--- src/rtl/vscpu_pkg.sv ---
// Shared types and default widths for the VerySimpleCPU memory arbiter slice.
package vscpu_pkg;

    localparam int unsigned VSCPU_AW = 14;
    localparam int unsigned VSCPU_DW = 32;

    typedef enum logic [1:0] {
        OFFER = 2'd0,
        OWN   = 2'd1,
        GAP   = 2'd2
    } arb_state_e;

endpackage

--- src/rtl/vscpu_mem_arbiter_if.sv ---
// Bundle of CPU-side port vectors and SRAM-side signals around the arbiter.
interface vscpu_mem_arbiter_if
    import vscpu_pkg::*;
#(
    parameter int unsigned NPORTS = 3,
    parameter int unsigned AW     = VSCPU_AW,
    parameter int unsigned DW     = VSCPU_DW
) ();

    localparam int unsigned PW = $clog2(NPORTS);

    logic [NPORTS-1:0]    port_en;
    logic [NPORTS-1:0]    p_req;
    logic [NPORTS-1:0]    p_we;
    logic [NPORTS*AW-1:0] p_addr;
    logic [NPORTS*DW-1:0] p_wdata;
    logic [NPORTS-1:0]    p_vld;
    logic [DW-1:0]        p_rdata;
    logic                 ram_en;
    logic                 ram_we;
    logic [AW-1:0]        ram_addr;
    logic [DW-1:0]        ram_wdata;
    logic [DW-1:0]        ram_rdata;
    logic [PW-1:0]        owner;
    logic                 busy;

    // Cores plus SRAM macro as seen from outside the arbiter.
    modport master (
        output port_en, p_req, p_we, p_addr, p_wdata, ram_rdata,
        input  p_vld, p_rdata, ram_en, ram_we, ram_addr, ram_wdata, owner, busy
    );

    modport slave (
        input  port_en, p_req, p_we, p_addr, p_wdata, ram_rdata,
        output p_vld, p_rdata, ram_en, ram_we, ram_addr, ram_wdata, owner, busy
    );

endinterface

--- src/rtl/vscpu_rr_next.sv ---
// Finds the next enabled port index strictly after ptr, wrapping; returns ptr if none.
module vscpu_rr_next
    import vscpu_pkg::*;
#(
    parameter int unsigned NPORTS = 3
) (
    input  logic [$clog2(NPORTS)-1:0] ptr,
    input  logic [NPORTS-1:0]         en,
    output logic [$clog2(NPORTS)-1:0] nxt
);

    localparam int unsigned PW = $clog2(NPORTS);

    logic [31:0] idx;
    logic        found;

    // k == NPORTS lands back on ptr itself, so a lone enabled port selects itself.
    always_comb begin
        nxt   = ptr;
        found = 1'b0;
        idx   = '0;
        for (int unsigned k = 1; k <= NPORTS; k++) begin
            idx = (32'(ptr) + k) % NPORTS;
            if (!found && ((en & (NPORTS'(1) << idx)) != '0)) begin
                nxt   = PW'(idx);
                found = 1'b1;
            end
        end
    end

endmodule

--- src/rtl/vscpu_mem_arbiter.sv ---
// Round-robin token arbiter sharing one single-port SRAM between VerySimpleCPU cores.
module vscpu_mem_arbiter
    import vscpu_pkg::*;
#(
    parameter int unsigned NPORTS   = 3,
    parameter int unsigned AW       = VSCPU_AW,
    parameter int unsigned DW       = VSCPU_DW,
    parameter int unsigned IDLE_REL = 2,
    parameter int unsigned MAX_HOLD = 64
) (
    input  logic             clk,
    input  logic             rst_n,
    vscpu_mem_arbiter_if.slave bus
);

    localparam int unsigned PW = $clog2(NPORTS);
    localparam int unsigned IW = $clog2(IDLE_REL + 1);
    localparam int unsigned HW = $clog2(MAX_HOLD + 1);

    arb_state_e        state_q, state_d;
    logic [PW-1:0]     ptr_q, ptr_d, ptr_nxt;
    logic [IW-1:0]     idle_q, idle_d;
    logic [HW-1:0]     hold_q, hold_d;

    logic [NPORTS-1:0] tok_mask;
    logic [NPORTS-1:0] vld;
    logic              en_ptr;
    logic              req_ptr;
    logic              we_ptr;
    logic [31:0]       addr_lo;
    logic [31:0]       wdata_lo;
    logic [AW-1:0]     addr_ptr;
    logic [DW-1:0]     wdata_ptr;

    vscpu_rr_next #(
        .NPORTS(NPORTS)
    ) u_rr_next (
        .ptr(ptr_q),
        .en (bus.port_en),
        .nxt(ptr_nxt)
    );

    // vld is gated by rst_n so the cores see zero the instant reset asserts.
    always_comb begin
        tok_mask  = NPORTS'(1) << ptr_q;
        en_ptr    = |(bus.port_en & tok_mask);
        vld       = '0;
        if (rst_n && (state_q == OFFER || state_q == OWN)) begin
            vld = bus.port_en & tok_mask;
        end
        req_ptr   = |(bus.p_req & vld);
        we_ptr    = |(bus.p_we & vld);
        addr_lo   = 32'(ptr_q) * AW;
        wdata_lo  = 32'(ptr_q) * DW;
        addr_ptr  = AW'(bus.p_addr >> addr_lo);
        wdata_ptr = DW'(bus.p_wdata >> wdata_lo);
    end

    assign bus.p_vld     = vld;
    assign bus.p_rdata   = bus.ram_rdata;
    assign bus.ram_en    = req_ptr;
    assign bus.ram_we    = req_ptr & we_ptr;
    assign bus.ram_addr  = req_ptr ? addr_ptr : '0;
    assign bus.ram_wdata = req_ptr ? wdata_ptr : '0;
    assign bus.owner     = ptr_q;
    assign bus.busy      = (state_q == OWN);

    always_comb begin
        state_d = state_q;
        ptr_d   = ptr_q;
        idle_d  = idle_q;
        hold_d  = hold_q;
        case (state_q)
            OFFER: begin
                if (req_ptr) begin
                    state_d = OWN;
                    idle_d  = '0;
                    hold_d  = HW'(1);
                end else begin
                    ptr_d = ptr_nxt;
                end
            end
            OWN: begin
                if (!en_ptr) begin
                    state_d = GAP;
                end else begin
                    if (req_ptr) begin
                        idle_d = '0;
                    end else if (idle_q != IW'(IDLE_REL)) begin
                        idle_d = idle_q + IW'(1);
                    end
                    if (hold_q != HW'(MAX_HOLD)) begin
                        hold_d = hold_q + HW'(1);
                    end
                    // A write ends the instruction; it still completes this cycle.
                    if ((req_ptr && we_ptr) || idle_d == IW'(IDLE_REL) ||
                        hold_d == HW'(MAX_HOLD)) begin
                        state_d = GAP;
                    end
                end
            end
            GAP: begin
                state_d = OFFER;
                ptr_d   = ptr_nxt;
            end
            default: begin
                state_d = GAP;
            end
        endcase
    end

    always_ff @(posedge clk or negedge rst_n) begin
        if (!rst_n) begin
            state_q <= OFFER;
            ptr_q   <= '0;
            idle_q  <= '0;
            hold_q  <= '0;
        end else begin
            state_q <= state_d;
            ptr_q   <= ptr_d;
            idle_q  <= idle_d;
            hold_q  <= hold_d;
        end
    end

endmodule

--- src/flat_wrapper.sv ---
// flat-port wrapper written by rule: the top's interface ports become plain ports
module vscpu_mem_arbiter_flat import vscpu_pkg::*;
#(
    parameter int unsigned NPORTS   = 3,
    parameter int unsigned AW       = VSCPU_AW,
    parameter int unsigned DW       = VSCPU_DW,
    parameter int unsigned IDLE_REL = 2,
    parameter int unsigned MAX_HOLD = 64
)
  (clk, rst_n, bus_port_en, bus_p_req, bus_p_we, bus_p_addr, bus_p_wdata, bus_ram_rdata, bus_p_vld, bus_p_rdata, bus_ram_en, bus_ram_we, bus_ram_addr, bus_ram_wdata, bus_owner, bus_busy);
  vscpu_mem_arbiter_if #(.NPORTS(NPORTS), .AW(AW), .DW(DW)) bus_i ();
  input  logic clk;
  input  logic rst_n;
  input wire logic [$bits(bus_i.port_en)-1:0] bus_port_en;
  input wire logic [$bits(bus_i.p_req)-1:0] bus_p_req;
  input wire logic [$bits(bus_i.p_we)-1:0] bus_p_we;
  input wire logic [$bits(bus_i.p_addr)-1:0] bus_p_addr;
  input wire logic [$bits(bus_i.p_wdata)-1:0] bus_p_wdata;
  input wire logic [$bits(bus_i.ram_rdata)-1:0] bus_ram_rdata;
  output wire logic [$bits(bus_i.p_vld)-1:0] bus_p_vld;
  output wire logic [$bits(bus_i.p_rdata)-1:0] bus_p_rdata;
  output wire logic [$bits(bus_i.ram_en)-1:0] bus_ram_en;
  output wire logic [$bits(bus_i.ram_we)-1:0] bus_ram_we;
  output wire logic [$bits(bus_i.ram_addr)-1:0] bus_ram_addr;
  output wire logic [$bits(bus_i.ram_wdata)-1:0] bus_ram_wdata;
  output wire logic [$bits(bus_i.owner)-1:0] bus_owner;
  output wire logic [$bits(bus_i.busy)-1:0] bus_busy;
  assign bus_i.port_en = bus_port_en;
  assign bus_i.p_req = bus_p_req;
  assign bus_i.p_we = bus_p_we;
  assign bus_i.p_addr = bus_p_addr;
  assign bus_i.p_wdata = bus_p_wdata;
  assign bus_i.ram_rdata = bus_ram_rdata;
  assign bus_p_vld = bus_i.p_vld;
  assign bus_p_rdata = bus_i.p_rdata;
  assign bus_ram_en = bus_i.ram_en;
  assign bus_ram_we = bus_i.ram_we;
  assign bus_ram_addr = bus_i.ram_addr;
  assign bus_ram_wdata = bus_i.ram_wdata;
  assign bus_owner = bus_i.owner;
  assign bus_busy = bus_i.busy;
  vscpu_mem_arbiter #(.NPORTS(NPORTS), .AW(AW), .DW(DW), .IDLE_REL(IDLE_REL), .MAX_HOLD(MAX_HOLD)) u_core (.clk(clk), .rst_n(rst_n), .bus(bus_i));
endmodule
--- config.mk ---
export PLATFORM = sky130hd
export DESIGN_NAME = vscpu_mem_arbiter_flat
export DESIGN_NICKNAME = d
export VERILOG_FILES = /design/src/rtl/vscpu_pkg.sv /design/src/rtl/vscpu_mem_arbiter_if.sv /design/src/rtl/vscpu_rr_next.sv /design/src/rtl/vscpu_mem_arbiter.sv /design/src/flat_wrapper.sv
export SDC_FILE = /design/constraint.sdc
export NUM_CORES = 1
export LEC_CHECK = 0
export CAP_MARGIN = 40
export CORE_AREA = 3 3 103 105
export DETAILED_ROUTE_END_ITERATION = 12
export DIE_AREA = 0 0 106 108
export PLACE_DENSITY = 0.76
export SYNTH_ARGS = -nofsm -noshare
export SYNTH_HDL_FRONTEND = slang
export SYNTH_SLANG_ARGS = --single-unit
--- constraint.sdc ---
create_clock -name clk -period 2.9 [get_ports clk]
set_input_delay 0.435 -clock clk [delete_from_list [all_inputs] [get_ports clk]]
set_output_delay 0.435 -clock clk [all_outputs]
set_load 0.01 [all_outputs]
==> run summary, run 1 <==
Status = complete, no violations
Share of the synthesized area in the top cell type = 0.190
Num ports = 267
CTS Buf Count = 3
CTS tree = yes
Rows = 36
Layout cells sized above 1 = 0.0544
Total GRT Usage = 0.174
Post-Syn Area = 2520 um2
Ys Warns = 0
Most common cell after layout, fill and taps aside = clkdlybuf4s50_1
Final Net Count = 723
Crit-path max cell delay = 550 ps
Final slew viol count = 0
Setup TNS = 0 ps
CP Launch Type = flip-flop
Synthesis-to-finish area growth = 81.4%
Worst hold slack = 525 ps
# Max-Cap Violations = 0
Synth area leader = mux2i_1
Max VDD drop = 0.354 mV
Wire length per cell = 16.0 um
CP required = 2470 ps
Clk_lat worst skew = 240 ps
Initial antenna violation count = 0
Pwr per Cell Area = 587 nW/um2
Maximum clock frequency = 358 MHz
Core area = 9730 um2
Post-Synthesis Cells = 374
Period minus WS final = 2790 ps
Fin. Hold Viols = 0
Combinational fraction of design power = 0.810
Remaining global-route overflow = 0
Final setup viols = 0
Vias after detailed routing = 3,215
Main synth FF type = dfrtp_1
Fin crit share = 0.963
Synth cell types = 55
Clock skew = 2.43 ps
Die Y = 108 um
# DRC = 0
Die area = 11,400 um2
R2R depth = 7
Most frequent cells in the layout = clkdlybuf4s50_1 (180), nor2_1 (100), a21oi_1 (53)
Final WL = 10,600 um
Internal power = 1.39 mW
RSZ-0062 raised after global routing = yes
Max_slew headroom = 0.612
CTS Hold Buffers Added = 0
Setup crit end kind = output pin
Leading post-synthesis cells by cell area = mux2i_1 (19%), nor2_1 (15%), dfrtp_1 (13%)
Pre-CTS setup slack = 78.0 ps
Clock tree root driver cell = clkbuf_8
Vias in the first global route = 3,204
HPWL after DPL = 8510 um
Slew @ Worst Pin = 582 ps
Initial DRC count = 241
Hold path depth = 2
Max stage delay cell, worst path = clkdlybuf4s50_1
CTS Sinks = 13
#FFs+latches synth = 13
Htree depth = 1
Final WS setup = 107 ps
Switching Fraction = 0.483
Clock-pin slew on the worst setup and hold paths = 50 ps
Die W = 106 um
TritonRoute pass-1 iters = 4
Critical path class = flip-flop to output pin
Clock Path Buffers = 2
Cells after DPL = 662
CP max FO = 28
Reg power frac = 0.129
Clk network pwr share = 0.061
CP arrival = 2360 ps
Largest net degree at the start of global routing = 50
GP Congestion = 0.899
IO Port Bufs = 202
Antenna diodes = 0
P_leak = 2.18 nW
Syn Area/Cell = 6.75 um2
Sequential-to-total area share from yosys stat = 0.129
Crit path cell chain = inv_1, ha_1, and4b_1, nand2_1, and2_4, buf_12, nor2_1, clkdlybuf4s50_1
Via density = 4.83
NetSw = 1.30 mW
Worst Hold Class = flip-flop to flip-flop
Layout Cells excl Fill = 666
PostCTS Resize Cnt = 0
Starting density of the core = 0.259
Share of flip-flops with an asynchronous set or reset = 1.00
Number of flops mapped to enable cells by yosys = 0
Postcts setup bufs = 0
First-pass GRT wire length = 16,300 um
Post-route ant nets = 0
Mapped Nets = 563
## registers in the layout (all words and copies together) (netlist names)
name,cells
u_core.hold_q,7
u_core.bus.owner,2
u_core.idle_q,2
u_core.state_q,2
## cell usage after synthesis (2+ instances only)
| cell | instances |
|---|---|
| nand4_1 | 5 |
| nor2_1 | 101 |
| clkbuf_1 | 8 |
| a21oi_1 | 53 |
| buf_1 | 2 |
| o211ai_1 | 2 |
| o21ai_0 | 7 |
| mux2i_1 | 48 |
| o32ai_1 | 2 |
| inv_1 | 13 |
| nand3_1 | 4 |
| nand2b_1 | 2 |
| buf_2 | 14 |
| a31oi_1 | 3 |
| dfrtp_1 | 13 |
| nand2_1 | 8 |
| a22oi_1 | 2 |
| nor3_1 | 5 |
| ha_1 | 8 |
| buf_4 | 35 |
| o22ai_1 | 2 |
| o21a_1 | 2 |
| a211oi_1 | 3 |
## critical path, delay by kind of cell (launching register included)
kind | cells | cell delay, ps
fa+ha+maj | 1 | 180
buf+inv | 3 | 830
simple gates | 4 | 660
flops | 1 | 440
## per-layer routing
| layer | vias up | part of all wire | wire length, um | GRT usage |
|---|---|---|---|---|
| met3 | 18 | 0.078 | 828 | 0.0418 |
| met5 | - | 0 | 0 | 0 |
| li1 | 1585 | - | - | - |
| met1 | 1456 | 0.41 | 4310 | 0.213 |
| met2 | 156 | 0.50 | 5360 | 0.316 |
| met4 | 0 | 0.012 | 129 | 0.0305 |
## cells by family after synthesis
group                      synth area share
muxes                                 0.190
adders and majority gates            0.0397
xor gates and xnor gates            0.00347
AOI/OAI and AO/OA                     0.220
DFF                                   0.129
buffers and inverters                 0.174
and+or+nand+nor                       0.244
## final cells by class
class                   count  area [um2]
well taps                 133         166
clock buffers               4        45.0
multi-input cells         286        1770
flip-flops and latches     13         328
fillers                   949        5150
inverters                  14        52.6
repair buffers            216        2220
## per-stage QoR
step	utilization	power (mW)	cell area (um2)
after detailed placement	0.460	2.54	4480
after floorplan	-	1.76	2520
final	0.471	2.69	4580
after global placement	0.460	2.50	4480
after global routing	0.471	2.96	4580
after CTS	0.465	2.71	4520
## worst paths after layout
check	to	slack [ps]	from
worst min-delay path	u_core.idle_q[0]	530	u_core.idle_q[0]
worst max-delay path	bus_ram_wdata[3]	110	u_core.bus.owner[0]
worst min register to register	u_core.idle_q[0]	530	u_core.idle_q[0]
worst max register to register	u_core.hold_q[4]	540	u_core.bus.owner[0]
max in group asynchronous	u_core.bus.owner[0]	2130	rst_n
min in group asynchronous	u_core.hold_q[3]	590	rst_n
## power by group through the flow
stage	sequential [mW]	combinational (mW)	clock (mW)
after floorplan	0.312	1.45	0
after global placement	0.341	2.16	0
after detailed placement	0.348	2.19	0
after CTS	0.344	2.20	0.165
after global routing	0.362	2.42	0.179
final	0.346	2.18	0.163
Power figures use the tool's default switching activity.
==> inputs of run 2 (changes only) <==
--- a/config.mk
+++ b/config.mk
@@ -10,6 +10,7 @@
 export DETAILED_ROUTE_END_ITERATION = 12
 export DIE_AREA = 0 0 106 108
 export PLACE_DENSITY = 0.76
+export SLEW_MARGIN = 20
 export SYNTH_ARGS = -nofsm -noshare
 export SYNTH_HDL_FRONTEND = slang
 export SYNTH_SLANG_ARGS = --single-unit
==> results of run 2 <==
The final DEF is identical to that of run 1; final timing and power are the same.
==> inputs of run 3 (changes only) <==
--- a/config.mk
+++ b/config.mk
@@ -6,11 +6,12 @@
 export NUM_CORES = 1
 export LEC_CHECK = 0
 export CAP_MARGIN = 40
-export CORE_AREA = 3 3 103 105
+export CORE_AREA = 3 3 102 104
 export DETAILED_ROUTE_END_ITERATION = 12
-export DIE_AREA = 0 0 106 108
-export PLACE_DENSITY = 0.76
+export DIE_AREA = 0 0 105 107
+export PLACE_DENSITY = 0.77
 export SLEW_MARGIN = 20
 export SYNTH_ARGS = -nofsm -noshare
 export SYNTH_HDL_FRONTEND = slang
+export SYNTH_HIERARCHICAL = 1
 export SYNTH_SLANG_ARGS = --single-unit
==> run 3 against run 2 <==
Effect of this change:
- clock skew about the same
- global-route usage about the same
- cell count down 1.2%
- die area down 1.9%
- largest power group unchanged
- sequential cell count unchanged
- fmax up 3.2%
- critical path type is now input pin to output pin
- non-clock buffer count up 1
==> run summary, run 3 <==
Status = complete, no violations (unchanged)
Remaining global-route overflow = 0 (unchanged)
Largest net degree at the start of global routing = 49 (was 50)
Setup crit end kind = output pin (unchanged)
Share of the synthesized area in the top cell type = 0.210 (was 0.190)
Number of flops mapped to enable cells by yosys = 0 (unchanged)
Max_slew headroom = 0.625 (was 0.612)
HPWL after DPL = 8430 um (was 8510 um)
Ys Warns = 6 (was 0)
Worst hold slack = 563 ps (was 525 ps)
Wire length per cell = 15.8 um (was 16.0 um)
Most frequent cells in the layout = clkdlybuf4s50_1 (155), nor2_1 (104), mux2i_1 (51) (was clkdlybuf4s50_1 (180), nor2_1 (100), a21oi_1 (53))
Final slew viol count = 0 (unchanged)
Most common cell in the synthesized netlist = nor2_1 (unchanged)
CTS Sinks = 13 (unchanged)
Antenna diodes = 0 (unchanged)
Most common cell after layout, fill and taps aside = clkdlybuf4s50_1 (unchanged)
Worst Hold Class = flip-flop to flip-flop (unchanged)
Layout Cells excl Fill = 658 (was 666)
Total GRT Usage = 0.175 (was 0.174)
Core area = 9640 um2 (was 9730 um2)
Critical path class = input pin to output pin (was flip-flop to output pin)
GP Congestion = 0.817 (was 0.899)
CTS Buf Count = 3 (unchanged)
RSZ-0062 raised after global routing = no (was yes)
Max reg flops = 7 (unchanged)
Main synth FF type = dfrtp_1 (unchanged)
Mapped Nets = 549 (was 563)
Num ports = 267 (unchanged)
CTS tree = yes (unchanged)
IO Port Bufs = 202 (unchanged)
Top reg by flops = u_core/hold_q (was u_core.hold_q)
Clock skew = 2.57 ps (was 2.43 ps)
Max VDD drop = 0.373 mV (was 0.354 mV)
Final Net Count = 714 (was 723)
CP arrival = 2270 ps (was 2360 ps)
Die Y = 107 um (was 108 um)
Post-Syn Area = 2430 um2 (was 2520 um2)
Fillers = 933 (was 949)
Layout cells sized above 1 = 0.0686 (was 0.0544)
Synth cell types = 47 (was 55)
P_leak = 2.49 nW (was 2.18 nW)
Period minus WS final = 2710 ps (was 2790 ps)
CP Launch Type = input pin (was flip-flop)
Clock Path Buffers = 2 (unchanged)
Setup TNS = 0 ps (unchanged)
# DRC = 0 (unchanged)
Die area = 11,200 um2 (was 11,400 um2)
Post-route ant nets = 0 (unchanged)
Fin crit share = 0.933 (was 0.963)
Sequential-to-total area share from yosys stat = 0.134 (was 0.129)
CP required = 2470 ps (about the same)
Final WL = 10,400 um (was 10,600 um)
Initial DRC count = 147 (was 241)
Fin. Hold Viols = 0 (unchanged)
Final setup viols = 0 (unchanged)
Vias in the first global route = 3,330 (was 3,204)
Synth cell count leaders = nor2_1 (104), mux2i_1 (51), a21oi_1 (49) (was nor2_1 (101), a21oi_1 (53), mux2i_1 (48))
#FFs+latches synth = 13 (unchanged)
Initial antenna violation count = 0 (unchanged)
Rows = 36 (unchanged)
Slew @ Worst Pin = 563 ps (was 582 ps)
Vias after detailed routing = 3,127 (was 3,215)
First-pass GRT wire length = 16,200 um (was 16,300 um)
Synthesis-to-finish area growth = 88.1% (was 81.4%)
Share of flip-flops with an asynchronous set or reset = 1.00 (unchanged)
Multi-input logic area = 1740 um2 (was 1770 um2)
Clock-pin slew on the worst setup and hold paths = 60 ps (was 50 ps)
Postcts setup bufs = 0 (unchanged)
Via density = 4.75 (was 4.83)
Post-Synthesis Cells = 361 (was 374)
CTS Hold Buffers Added = 0 (unchanged)
Htree depth = 1 (unchanged)
Clock tree root driver cell = clkbuf_8 (unchanged)
Syn Area/Cell = 6.74 um2 (was 6.75 um2)
Starting density of the core = 0.252 (was 0.259)
Die W = 105 um (was 106 um)
Pwr per Cell Area = 612 nW/um2 (was 587 nW/um2)
Leading post-synthesis cells by cell area = mux2i_1 (21%), nor2_1 (16%), dfrtp_1 (13%) (was mux2i_1 (19%), nor2_1 (15%), dfrtp_1 (13%))
# Max-Cap Violations = 0 (unchanged)
Cells after DPL = 654 (was 662)
Synth area leader = mux2i_1 (unchanged)
CP max FO = 28 (unchanged)
Register Area = 330 um2 (was 328 um2)
Clk_lat worst skew = 250 ps (was 240 ps)
Maximum clock frequency = 370 MHz (was 358 MHz)
TritonRoute pass-1 iters = 4 (unchanged)
## run 3: changes by cell type in the layout (fill, tap and decap cells not counted), moves of 4 or more
cell,before,now
clkdlybuf4s50_1,180,155
dlygate4sd2_1,0,16
dlymetal6s2s_1,22,31
nor3_1,5,0
o21ai_0,7,2
a21oi_1,53,49
a31oi_1,3,7
mux2_2,0,4
nor2_1,100,104
## run 3: cell type report
| type | instances | area share |
|---|---|---|
| repair buffers | 217 | 0.490 |
| inverters | 14 | 0.0115 |
| well taps | 133 | 0.0364 |
| multi-input cells | 277 | 0.380 |
| clock inverters | 1 | 0.00109 |
| clock buffers | 3 | 0.00903 |
| flip-flops and latches | 13 | 0.0722 |
## run 3: routing by layer
metal / track usage / wire [um]
met5: 0 / 0
met4: 0.0412 / 141
met3: 0.0464 / 829
met2: 0.335 / 5520
met1: 0.190 / 3880
## run 3: critical path, stage by stage
cell and delay (ps):
clkdlybuf4s50_1 510, nor4bb_4 340, nand3_2 130, and3_4 220, buf_12 160, nor2_1 160
dlygate4sd2_1 300
## run 3: repair_timing
action	CTS	global route
gates cloned	0	0
endpoints found under the setup margin	47	31
resized for setup	19	33
pin swaps	0	2
## run 3: cells by family after synthesis
family,after synthesis,synth area share
xor+xnor,3,0.0108
simple gates,137,0.246
buf+inv,71,0.167
compound gates,75,0.179
mux,55,0.228
fa+ha+maj,7,0.0360
flops,13,0.134
## run 3: stage by stage
stage	utilization	setup slack [ps]	area, um2	total power [mW]
finish	0.475	195	4570	2.80
global route	0.475	98.4	4570	3.05
CTS	0.466	17.0	4490	2.81
detailed placement	0.461	-201	4440	2.64
global placement	0.461	-136	4440	2.57
floorplan	-	625	2430	1.82
## run 3: path summary, 6_finish.rpt
check / end / startpoint / depth (start not counted) / slack, ps
max: bus_ram_addr[2] / bus_port_en[1] / 7 / 190
min: u_core/state_q[1] / u_core/state_q[0] / 2 / 560
max reg2reg: u_core/bus.owner[1] / u_core/bus.owner[1] / 7 / 210
min reg2reg: u_core/state_q[1] / u_core/state_q[0] / 2 / 560
max in group asynchronous: u_core/bus.owner[0] / rst_n / 2 / 2140
min in group asynchronous: u_core/hold_q[0] / rst_n / 2 / 570
## run 3: power breakdown
part           internal [mW]  switching, mW
sequential             0.253         0.0950
combinational           1.10           1.18
clock                 0.0952         0.0743
total                   1.44           1.35
